==> src/rtl/mem_port_arbiter_if.sv <==
// Bundle of the IF requester, D requester and RAM port signals around mem_port_arbiter.
// The arbiter uses the slave view; the CPU/RAM environment uses the master view.
interface mem_port_arbiter_if #(
  parameter int unsigned ADDR_W = 64,
  parameter int unsigned DATA_W = 64,
  parameter int unsigned INST_W = 32
);
  logic              if_req_i;
  logic [ADDR_W-1:0] if_addr_i;
  logic              if_gnt_o;
  logic              if_rvalid_o;
  logic [INST_W-1:0] if_rdata_o;

  logic              d_req_i;
  logic              d_we_i;
  logic [ADDR_W-1:0] d_addr_i;
  logic [DATA_W-1:0] d_wdata_i;
  logic [2:0]        d_wid_i;
  logic              d_gnt_o;
  logic              d_rvalid_o;
  logic [DATA_W-1:0] d_rdata_o;
  logic              d_misalign_o;

  logic              ram_en_o;
  logic              ram_we_o;
  logic [ADDR_W-1:0] ram_addr_o;
  logic [DATA_W-1:0] ram_wdata_o;
  logic [2:0]        ram_wid_o;
  logic [DATA_W-1:0] ram_rdata_i;

  modport slave (
    input  if_req_i, if_addr_i, d_req_i, d_we_i, d_addr_i, d_wdata_i, d_wid_i, ram_rdata_i,
    output if_gnt_o, if_rvalid_o, if_rdata_o, d_gnt_o, d_rvalid_o, d_rdata_o, d_misalign_o,
    output ram_en_o, ram_we_o, ram_addr_o, ram_wdata_o, ram_wid_o
  );

  modport master (
    output if_req_i, if_addr_i, d_req_i, d_we_i, d_addr_i, d_wdata_i, d_wid_i, ram_rdata_i,
    input  if_gnt_o, if_rvalid_o, if_rdata_o, d_gnt_o, d_rvalid_o, d_rdata_o, d_misalign_o,
    input  ram_en_o, ram_we_o, ram_addr_o, ram_wdata_o, ram_wid_o
  );
endinterface

==> src/rtl/mem_port_arbiter.sv <==
// Shares one synchronous RAM port between instruction fetch and load/store. Data wins unless
// IF has been starved STARVE_LIMIT times in a row; read data is routed back one cycle later.
module mem_port_arbiter #(
  parameter int unsigned ADDR_W       = 64,
  parameter int unsigned DATA_W       = 64,
  parameter int unsigned INST_W       = 32,
  parameter int unsigned STARVE_LIMIT = 4
) (
  input logic             clk_i,
  input logic             rst_ni,
  mem_port_arbiter_if.slave bus
);

  localparam int unsigned CntW = (STARVE_LIMIT == 0) ? 1 : $clog2(STARVE_LIMIT + 1);

  typedef enum logic [0:0] {StNormal, StForceIf} state_e;
  typedef enum logic [1:0] {RespNone, RespIf, RespD} resp_e;

  state_e          state_q, state_d;
  logic [CntW-1:0] cnt_q, cnt_d;
  resp_e           resp_q, resp_d;
  logic            addr2_q, addr2_d;
  logic            mis_q, mis_d;

  logic [2:0]      align_mask;
  logic            mis, d_ok, if_win, d_win;
  logic [CntW-1:0] cnt_inc;
  logic            starve_hit;

  always_comb begin
    unique case (bus.d_wid_i[1:0])
      2'd0:    align_mask = 3'b000;
      2'd1:    align_mask = 3'b001;
      2'd2:    align_mask = 3'b011;
      default: align_mask = 3'b111;
    endcase
  end

  assign mis  = bus.d_req_i & (|(bus.d_addr_i[2:0] & align_mask));
  assign d_ok = bus.d_req_i & ~mis;

  always_comb begin
    if_win = 1'b0;
    unique case (state_q)
      StNormal:  if_win = bus.if_req_i & ~d_ok;
      StForceIf: if_win = bus.if_req_i;
      default:   if_win = 1'b0;
    endcase
  end

  assign d_win = d_ok & ~if_win;

  // A misaligned access is consumed without touching the RAM, so IF may share the cycle.
  assign bus.if_gnt_o    = if_win;
  assign bus.d_gnt_o     = d_win | mis;
  assign bus.ram_en_o    = if_win | d_win;
  assign bus.ram_we_o    = d_win & bus.d_we_i;
  assign bus.ram_addr_o  = if_win ? bus.if_addr_i : (d_win ? bus.d_addr_i : '0);
  assign bus.ram_wdata_o = d_win ? bus.d_wdata_i : '0;
  assign bus.ram_wid_o   = if_win ? 3'b010 : (d_win ? bus.d_wid_i : 3'b000);

  assign cnt_inc    = cnt_q + 1'b1;
  assign starve_hit = (STARVE_LIMIT != 0) && (cnt_inc == CntW'(STARVE_LIMIT));

  always_comb begin
    state_d = state_q;
    cnt_d   = '0;
    if (if_win || !bus.if_req_i) begin
      state_d = StNormal;
    end else if (starve_hit) begin
      state_d = StForceIf;
    end else begin
      cnt_d = cnt_inc;
    end
  end

  always_comb begin
    resp_d  = RespNone;
    addr2_d = 1'b0;
    mis_d   = mis;
    if (if_win) begin
      resp_d  = RespIf;
      addr2_d = bus.if_addr_i[2];
    end else if (d_win && !bus.d_we_i) begin
      resp_d = RespD;
    end
  end

  always_ff @(posedge clk_i or negedge rst_ni) begin
    if (!rst_ni) begin
      state_q <= StNormal;
      cnt_q   <= '0;
      resp_q  <= RespNone;
      addr2_q <= 1'b0;
      mis_q   <= 1'b0;
    end else begin
      state_q <= state_d;
      cnt_q   <= cnt_d;
      resp_q  <= resp_d;
      addr2_q <= addr2_d;
      mis_q   <= mis_d;
    end
  end

  assign bus.if_rvalid_o  = (resp_q == RespIf);
  assign bus.d_rvalid_o   = (resp_q == RespD);
  assign bus.d_misalign_o = mis_q;
  assign bus.if_rdata_o   = !bus.if_rvalid_o ? '0 :
                            (addr2_q ? bus.ram_rdata_i[2*INST_W-1:INST_W]
                                     : bus.ram_rdata_i[INST_W-1:0]);
  assign bus.d_rdata_o    = bus.d_rvalid_o ? bus.ram_rdata_i : '0;

endmodule

==> src/flat_wrapper.sv <==
// flat-port wrapper written by rule: the top's interface ports become plain ports
module mem_port_arbiter_flat 
#(
  parameter int unsigned ADDR_W       = 64,
  parameter int unsigned DATA_W       = 64,
  parameter int unsigned INST_W       = 32,
  parameter int unsigned STARVE_LIMIT = 4
)
  (clk_i, rst_ni, bus_if_req_i, bus_if_addr_i, bus_d_req_i, bus_d_we_i, bus_d_addr_i, bus_d_wdata_i, bus_d_wid_i, bus_ram_rdata_i, bus_if_gnt_o, bus_if_rvalid_o, bus_if_rdata_o, bus_d_gnt_o, bus_d_rvalid_o, bus_d_rdata_o, bus_d_misalign_o, bus_ram_en_o, bus_ram_we_o, bus_ram_addr_o, bus_ram_wdata_o, bus_ram_wid_o);
  mem_port_arbiter_if #(.ADDR_W(ADDR_W), .DATA_W(DATA_W), .INST_W(INST_W)) bus_i ();
  input logic clk_i;
  input logic rst_ni;
  input wire logic [$bits(bus_i.if_req_i)-1:0] bus_if_req_i;
  input wire logic [$bits(bus_i.if_addr_i)-1:0] bus_if_addr_i;
  input wire logic [$bits(bus_i.d_req_i)-1:0] bus_d_req_i;
  input wire logic [$bits(bus_i.d_we_i)-1:0] bus_d_we_i;
  input wire logic [$bits(bus_i.d_addr_i)-1:0] bus_d_addr_i;
  input wire logic [$bits(bus_i.d_wdata_i)-1:0] bus_d_wdata_i;
  input wire logic [$bits(bus_i.d_wid_i)-1:0] bus_d_wid_i;
  input wire logic [$bits(bus_i.ram_rdata_i)-1:0] bus_ram_rdata_i;
  output wire logic [$bits(bus_i.if_gnt_o)-1:0] bus_if_gnt_o;
  output wire logic [$bits(bus_i.if_rvalid_o)-1:0] bus_if_rvalid_o;
  output wire logic [$bits(bus_i.if_rdata_o)-1:0] bus_if_rdata_o;
  output wire logic [$bits(bus_i.d_gnt_o)-1:0] bus_d_gnt_o;
  output wire logic [$bits(bus_i.d_rvalid_o)-1:0] bus_d_rvalid_o;
  output wire logic [$bits(bus_i.d_rdata_o)-1:0] bus_d_rdata_o;
  output wire logic [$bits(bus_i.d_misalign_o)-1:0] bus_d_misalign_o;
  output wire logic [$bits(bus_i.ram_en_o)-1:0] bus_ram_en_o;
  output wire logic [$bits(bus_i.ram_we_o)-1:0] bus_ram_we_o;
  output wire logic [$bits(bus_i.ram_addr_o)-1:0] bus_ram_addr_o;
  output wire logic [$bits(bus_i.ram_wdata_o)-1:0] bus_ram_wdata_o;
  output wire logic [$bits(bus_i.ram_wid_o)-1:0] bus_ram_wid_o;
  assign bus_i.if_req_i = bus_if_req_i;
  assign bus_i.if_addr_i = bus_if_addr_i;
  assign bus_i.d_req_i = bus_d_req_i;
  assign bus_i.d_we_i = bus_d_we_i;
  assign bus_i.d_addr_i = bus_d_addr_i;
  assign bus_i.d_wdata_i = bus_d_wdata_i;
  assign bus_i.d_wid_i = bus_d_wid_i;
  assign bus_i.ram_rdata_i = bus_ram_rdata_i;
  assign bus_if_gnt_o = bus_i.if_gnt_o;
  assign bus_if_rvalid_o = bus_i.if_rvalid_o;
  assign bus_if_rdata_o = bus_i.if_rdata_o;
  assign bus_d_gnt_o = bus_i.d_gnt_o;
  assign bus_d_rvalid_o = bus_i.d_rvalid_o;
  assign bus_d_rdata_o = bus_i.d_rdata_o;
  assign bus_d_misalign_o = bus_i.d_misalign_o;
  assign bus_ram_en_o = bus_i.ram_en_o;
  assign bus_ram_we_o = bus_i.ram_we_o;
  assign bus_ram_addr_o = bus_i.ram_addr_o;
  assign bus_ram_wdata_o = bus_i.ram_wdata_o;
  assign bus_ram_wid_o = bus_i.ram_wid_o;
  mem_port_arbiter #(.ADDR_W(ADDR_W), .DATA_W(DATA_W), .INST_W(INST_W), .STARVE_LIMIT(STARVE_LIMIT)) u_core (.clk_i(clk_i), .rst_ni(rst_ni), .bus(bus_i));
endmodule
==> config.mk <==
export PLATFORM = sky130hd
export DESIGN_NAME = mem_port_arbiter_flat
export DESIGN_NICKNAME = d
export VERILOG_FILES = /design/src/rtl/mem_port_arbiter_if.sv /design/src/rtl/mem_port_arbiter.sv /design/src/flat_wrapper.sv
export SDC_FILE = /design/constraint.sdc
export NUM_CORES = 1
export LEC_CHECK = 0
export CAP_MARGIN = 5
export CORE_AREA = 2 2 192 194
export DETAILED_ROUTE_END_ITERATION = 10
export DIE_AREA = 0 0 194 196
export PLACE_DENSITY = 0.37
export SKIP_LAST_GASP = 1
export SYNTH_ARGS = -nofsm -noshare
export SYNTH_HDL_FRONTEND = slang
export SYNTH_SLANG_ARGS = --single-unit
==> constraint.sdc <==
create_clock -name clk_i -period 2.1 [get_ports clk_i]
set_clock_uncertainty 0.2 [all_clocks]
set_input_delay 0.42 -clock clk_i [delete_from_list [all_inputs] [get_ports clk_i]]
set_output_delay 0.42 -clock clk_i [all_outputs]
set_load 0.01 [all_outputs]
# Word level (Yosys, flattened, before mapping)
# Cells that the tools add are included.
totals:
  register_bits: 8
  mem_bits_ro: 0
  latch_bits: 0
  n_memories: 0
  ramBits: 0
op_classes:
  mul: 0
  add_sub_neg: 1
  n_reduce_logical: 7
  shifts: 0
  muxes: 17
  order_cmp: 0
  n_eq_ne: 5
  bitwise_logic: 12
  div: 0
ops:
  columns: ["cell", "count"]
  rows:
  - ["$mux 64", 4]
  - ["$mux 32", 2]
  - ["$mux 3", 4]
  - ["$pmux 3 s3", 1]
  - ["$and 1x1->1", 5]
  - ["$eq 2x1->1 const B", 2]
  - ["$eq 2x2->1 const B", 2]
  - ["$mux 2", 2]
  - ["$not 1->1", 4]
  - ["$add 3x1->3 const B", 1]
  - ["$and 3x3->3", 1]
  - ["$eq 3x3->1 const B", 1]
  - ["$mux 1", 3]
  - ["$reduce_or 3->1", 1]
  - ["$logic_not 1->1", 2]
  - ["$logic_not 2->1", 1]
  - ["$or 1x1->1", 2]
  - ["$pmux 1 s2", 1]
  - ["$reduce_bool 2->1", 1]
  - ["$logic_and 1x1->1", 1]
  - ["$logic_or 1x1->1", 1]

# Depth between registers and ports, before layout
logic_depth:
  word_depth: 15
  mapped_depth: 6

# Least setup slack after synthesis
# OpenSTA, ideal clock, no wires.
synth_path:
  path_type: "input -> output"
  from: "input port bus_if_req_i"
  to: "output port bus_ram_addr_o[10]"
  arrival_ns: 1.374
  slack_ns: 0.106
  path_buffers: 3
  t_required_ns: 1.480
  path_stages: 6
  path_cell_list: "clkbuf_1 > nand2_1 > o2111a_2 > buf_8 > buf_6 > a32o_1"
synth_between:
  elab_chain_cells: 6
synth_lines:
  columns: ["element", "line", "source"]
  rows:
  - ["start, declared", "flat_wrapper.sv:13", "input wire logic [$bits(bus_i.if_req_i)-1:0] bus_if_req_i;"]
  - ["$and 1x1->1", "mem_port_arbiter.sv:45", "StNormal: if_win = bus.if_req_i & ~d_ok;"]
  - ["$pmux 1 s2 (*)", "mem_port_arbiter.sv:44", "unique case (state_q)"]
  - ["$not 1->1", "mem_port_arbiter.sv:51", "assign d_win = d_ok & ~if_win;"]
  - ["$and 1x1->1", "mem_port_arbiter.sv:51", null]
  - ["$mux 64", "mem_port_arbiter.sv:58", "assign bus.ram_addr_o = if_win ? bus.if_addr_i : (d_win ? bus.d_addr_i : '0);"]
  - ["$mux 64 (*)", "mem_port_arbiter.sv:58", null]
  - ["end, declared", "flat_wrapper.sv:30", "output wire logic [$bits(bus_i.ram_addr_o)-1:0] bus_ram_addr_o;"]
# Mark *: on every way between the ends. The rest lies on a longest branch, timed or not.

# Final worst setup path
layout_path:
  from: "input port bus_d_wid_i[0]"
  to: "output port bus_ram_addr_o[24]"
layout_between:
  elab_chain_cells: 14
layout_lines:
  columns: ["element", "line", "source"]
  rows:
  - ["start, declared", "flat_wrapper.sv:19", "input wire logic [$bits(bus_i.d_wid_i)-1:0] bus_d_wid_i;"]
  - ["$eq 2x2->1 (tied with other cells)", "mem_port_arbiter.sv:31", "unique case (bus.d_wid_i[1:0])"]
  - ["$pmux 3 s3 (*)", "mem_port_arbiter.sv:31", null]
  - ["$and 3x3->3 (*)", "mem_port_arbiter.sv:39", "assign mis = bus.d_req_i & (|(bus.d_addr_i[2:0] & align_mask));"]
  - ["$reduce_or 3->1 (*)", "mem_port_arbiter.sv:39", null]
  - ["$and 1x1->1 (*)", "mem_port_arbiter.sv:39", null]
  - ["$not 1->1 (*)", "mem_port_arbiter.sv:40", "assign d_ok = bus.d_req_i & ~mis;"]
  - ["$and 1x1->1 (*)", "mem_port_arbiter.sv:40", null]
  - ["$not 1->1", "mem_port_arbiter.sv:45", null]
  - ["$and 1x1->1", "mem_port_arbiter.sv:45", null]
  - ["$pmux 1 s2", "mem_port_arbiter.sv:44", null]
  - ["$not 1->1", "mem_port_arbiter.sv:51", null]
  - ["$and 1x1->1", "mem_port_arbiter.sv:51", null]
  - ["$mux 64", "mem_port_arbiter.sv:58", null]
  - ["$mux 64 (*)", "mem_port_arbiter.sv:58", null]
# Marks and branches as above.

==> results <==
-- kinds of logic after synthesis --
| family | after synthesis |
|---|---|
| buffers and inverters | 49 |
| xor gates and xnor gates | 1 |
| adders and majority gates | 2 |
| and+or+nand+nor | 176 |
| DFF | 8 |
| muxes | 32 |
| AOI/OAI and AO/OA | 73 |
-- cell type report --
| type | instances | area share [%] |
|---|---|---|
| clock buffer | 4 | 0.8303 |
| sequential | 8 | 2.122 |
| inverter | 5 | 0.1977 |
| timing repair buffer | 613 | 66.05 |
| multi-input combinational | 284 | 24.58 |
| antenna | 2 | 0.05271 |
| tap | 468 | 6.168 |
-- stage by stage --
step	worst slack [ps]	util (%)
6_report	-330.0	26.31
3_5_place_dp	-1393	23.17
5_1_grt	-371.1	26.30
4_1_cts	-372.6	24.41
2_1_floorplan	105.8	-
3_3_place_gp	-1375	23.17
-- layout by cell type (no fill, tap or decap), types with 3 or more instances in the layout --
cell	n
clkdlybuf4s50_1	257
dfrtp_1	7
and2_4	65
clkbuf_2	37
dlygate4sd2_1	3
mux2i_1	32
clkdlybuf4s15_2	3
buf_2	75
a32o_2	14
inv_1	4
clkdlybuf4s15_1	5
and2_1	67
nor2_1	32
buf_16	10
buf_12	21
buf_4	48
clkbuf_16	14
dlymetal6s2s_1	31
buf_6	104
buf_8	7
a32o_1	50
-- state kept, by name, summed over array words and instances (netlist names) --
signal	count
u_core.cnt_q	3
u_core.resp_q	2
u_core.addr2_q	1
u_core.bus.d_misalign_o	1
u_core.state_q	1
-- per-layer routing --
| metal | up-vias | GRT usage [%] | wire length [um] |
|---|---|---|---|
| li1 | 2398 | - | - |
| met1 | 2294 | 13.19 | 10040 |
| met5 | - | 0 | 40 |
| met3 | 25 | 3.971 | 2228 |
| met4 | 6 | 1.768 | 395 |
| met2 | 296 | 24.56 | 14330 |
-- where the power goes --
part	internal, W	total (W)	switching (W)	leakage (nW)
registers	0.000161	0.000167	0.00000606	0.106
clock network	0.000253	0.000332	0.0000790	0.0382
logic	0.00123	0.00197	0.000733	4.61
-- worst reg2reg max path, cell delays in order, from the launching register on --
cell and delay [ps]:
dfrtp_1 410, nand2_2 90, o2111a_2 300, buf_6 150, buf_8 130, buf_8 120
buf_4 100, nor2b_1 110, buf_4 120
-- timing repair --
action,4_1_cts,5_1_grt
gates cloned,14,13
setup endpoints to repair,237,227
setup buffers,30,28
pin swaps,43,56
gates resized for setup,716,336
-- worst max path at each step --
| stage | startpoint | to | slack [ps] | cells after the start |
|---|---|---|---|---|
| 2_1_floorplan | bus_if_req_i | bus_ram_addr_o[10] | 110 | 6 |
| 3_3_place_gp | bus_d_wid_i[0] | bus_ram_wdata_o[8] | -1370 | 6 |
| 3_5_place_dp | bus_d_wid_i[0] | bus_ram_wdata_o[29] | -1390 | 6 |
| 4_1_cts | bus_d_wid_i[0] | bus_ram_addr_o[49] | -370 | 9 |
| 5_1_grt | u_core.state_q | bus_ram_addr_o[52] | -370 | 8 |
| 6_report | bus_d_wid_i[0] | bus_ram_addr_o[24] | -330 | 9 |
==> flow_summary_export.csv <==
group,metric,value,unit
logic_synthesis,synthAdderAreaFrac,0.9606,%
logic_synthesis,synth-edff-count,0,
timing,setup_tns,-31580,ps
logic_synthesis,postSynthAreaPerCell,7.639,sq um
logic_synthesis,synth_top_family_by_area,"simple AND/OR/NAND/NOR gates",
clock_tree,cts_max_path_buffers,2,
die,rows,70,
logic_synthesis,ys_seq_area_share,7.685,%
die,die_y,196,um
logic_synthesis,synth_compound_area_share,28.00,%
worst_setup_path,reg2reg_depth,8,
worst_setup_path,path_buf_inv,6,
logic_synthesis,synth_area_leaders,"and2_1 (31%), a32o_1 (22%), mux2i_1 (12%)",
logic_synthesis,synth_top_area_share,31.46,%
logic_synthesis,synthCells,341,
global_route,overflow,0,
worst_setup_path,r2r_slack,290,ps
timing,slew_viol_final,0,
flow_run,max-cap-violations,0,
die,die_area,0.03802,sq mm
logic_synthesis,ys_types,30,
timing,finalCritPeriodShare,115.7,%
worst_setup_path,critical_path_required,1480,ps
run_status,violations,"negative setup slack",
clock_tree,cts_buffers,3,
place,port_buffers,497,
pwr,leakage,4.752,nW
logic_synthesis,synth_xor_xnor_area_share,0.3362,%
logic_synthesis,synth_mux_area_share,12.30,%
timing,tightest_slew,397.2,ps
worst_setup_path,endpoint_kind,"output pin",
global_route,track_usage,12.52,%
global_route,grt_max_degree,37,
die,pin_count,498,
worst_setup_path,slowest_delay,260,ps
worst_setup_path,path_max_fanout,8,
worst_setup_path,worstPathArrival,1810,ps
pwr,power_density,259.6,mW/mm^2
place,detailedPlacementHpwl,20.09,mm
worst_setup_path,crit_chain,"buf_12 -> a21oi_4 -> buf_6 -> o2111ai_4 -> buf_8 -> buf_12 -> clkbuf_16 -> a32o_1 -> buf_2",
detailed_routing,num_vias,5019,
logic_synthesis,yosys.area.top_type,"and2_1",
finish,multi_input_area,0.002333,sq mm
detailed_routing,remaining_drc_errors,0,
worst_setup_path,crit_path_frequent_cell,"buf_12",
clock_tree,clock_latency,240,ps
run_status,status,"complete, but fails checks",
finish,regArea,201.4,sq um
timing,worst_slack,-330.0,ps
place,place_inst,1302,
worst_setup_path,cp_top_family,"buffers and inverters",
logic_synthesis,synth-simple-area-share,39.67,%
logic_synthesis,syn_area,0.002605,sq mm
clock_tree,htreeDepth,1,
place,post_dp_cell_area,0.008359,sq mm
finish,stdcell_count,1384,
global_route,grt_pass1_wl,35.60,mm
timing,post-route-min-period,2430,ps
worst_setup_path,startpoint_type,"input port",
timing,max_slew_margin,73.44,%
detailed_routing,drt_wl_total,27.03,mm
logic_synthesis,synth_common_cells,"and2_1 (131), a32o_1 (58), nor2_1 (33)",
finish,num-fill-cells,3961,
detailed_routing,drtIter0Drc,159,
die,die_w,194,um
logic_synthesis,postSynth.asyncResetShare,100.0,%
die,core_area,0.03608,sq mm
clock_tree,cts_tree,"yes",
clock_tree,cts.root.buffer_cell,"clkbuf_16",
logic_synthesis,synth_warnings,0,
timing,setup_violations,160,
finish,nNetsFinal,1181,
worst_setup_path,crit_type,"input port to output pin",
timing,hold_viol_final,0,
detailed_routing,wl_per_cell,19.53,um
finish,area_delta_synth_final,264.5,%
die,start_util,7.219,%
timing,whs,281.5,ps
logic_synthesis,ys_seq_elements,8,
worst_setup_path,r2r_end,"u_core.resp_q[1]",
pwr,p_total,0.002465,W
pwr,ir_worst_vdd,0.1876,mV
timing,rsz0062_at_grt,"yes",
timing,fmax,0.4115,GHz
detailed_routing,first_pass_iters,4,
worst_setup_path,slowest_stage,"a32o_1",
clock_tree,ctsHoldBuffers,0,
logic_synthesis,syn_nets,607,
clock_tree,clock-sinks,8,
logic_synthesis,yosys_most_used_dff,"dfrtp_1",
logic_synthesis,yosysMostFrequentCell,"and2_1",
detailed_routing,vias_per_cell,3.626,
finish,fin_area,0.009494,sq mm
clock_tree,path_clk_slew,40,ps
worst_hold_path,hold_path.class,"input port to async pin",
worst_setup_path,r2r-start,"u_core.state_q",
place,place_congestion,0.7691,
global_route,antenna_found_initial,5,
finish,layout-drive-gt1-share,44.97,%
global_route,grt_pass1_vias,5162,
detailed_routing,final_antenna_net_count,0,
No activity file was read; power rests on OpenSTA's default activity.
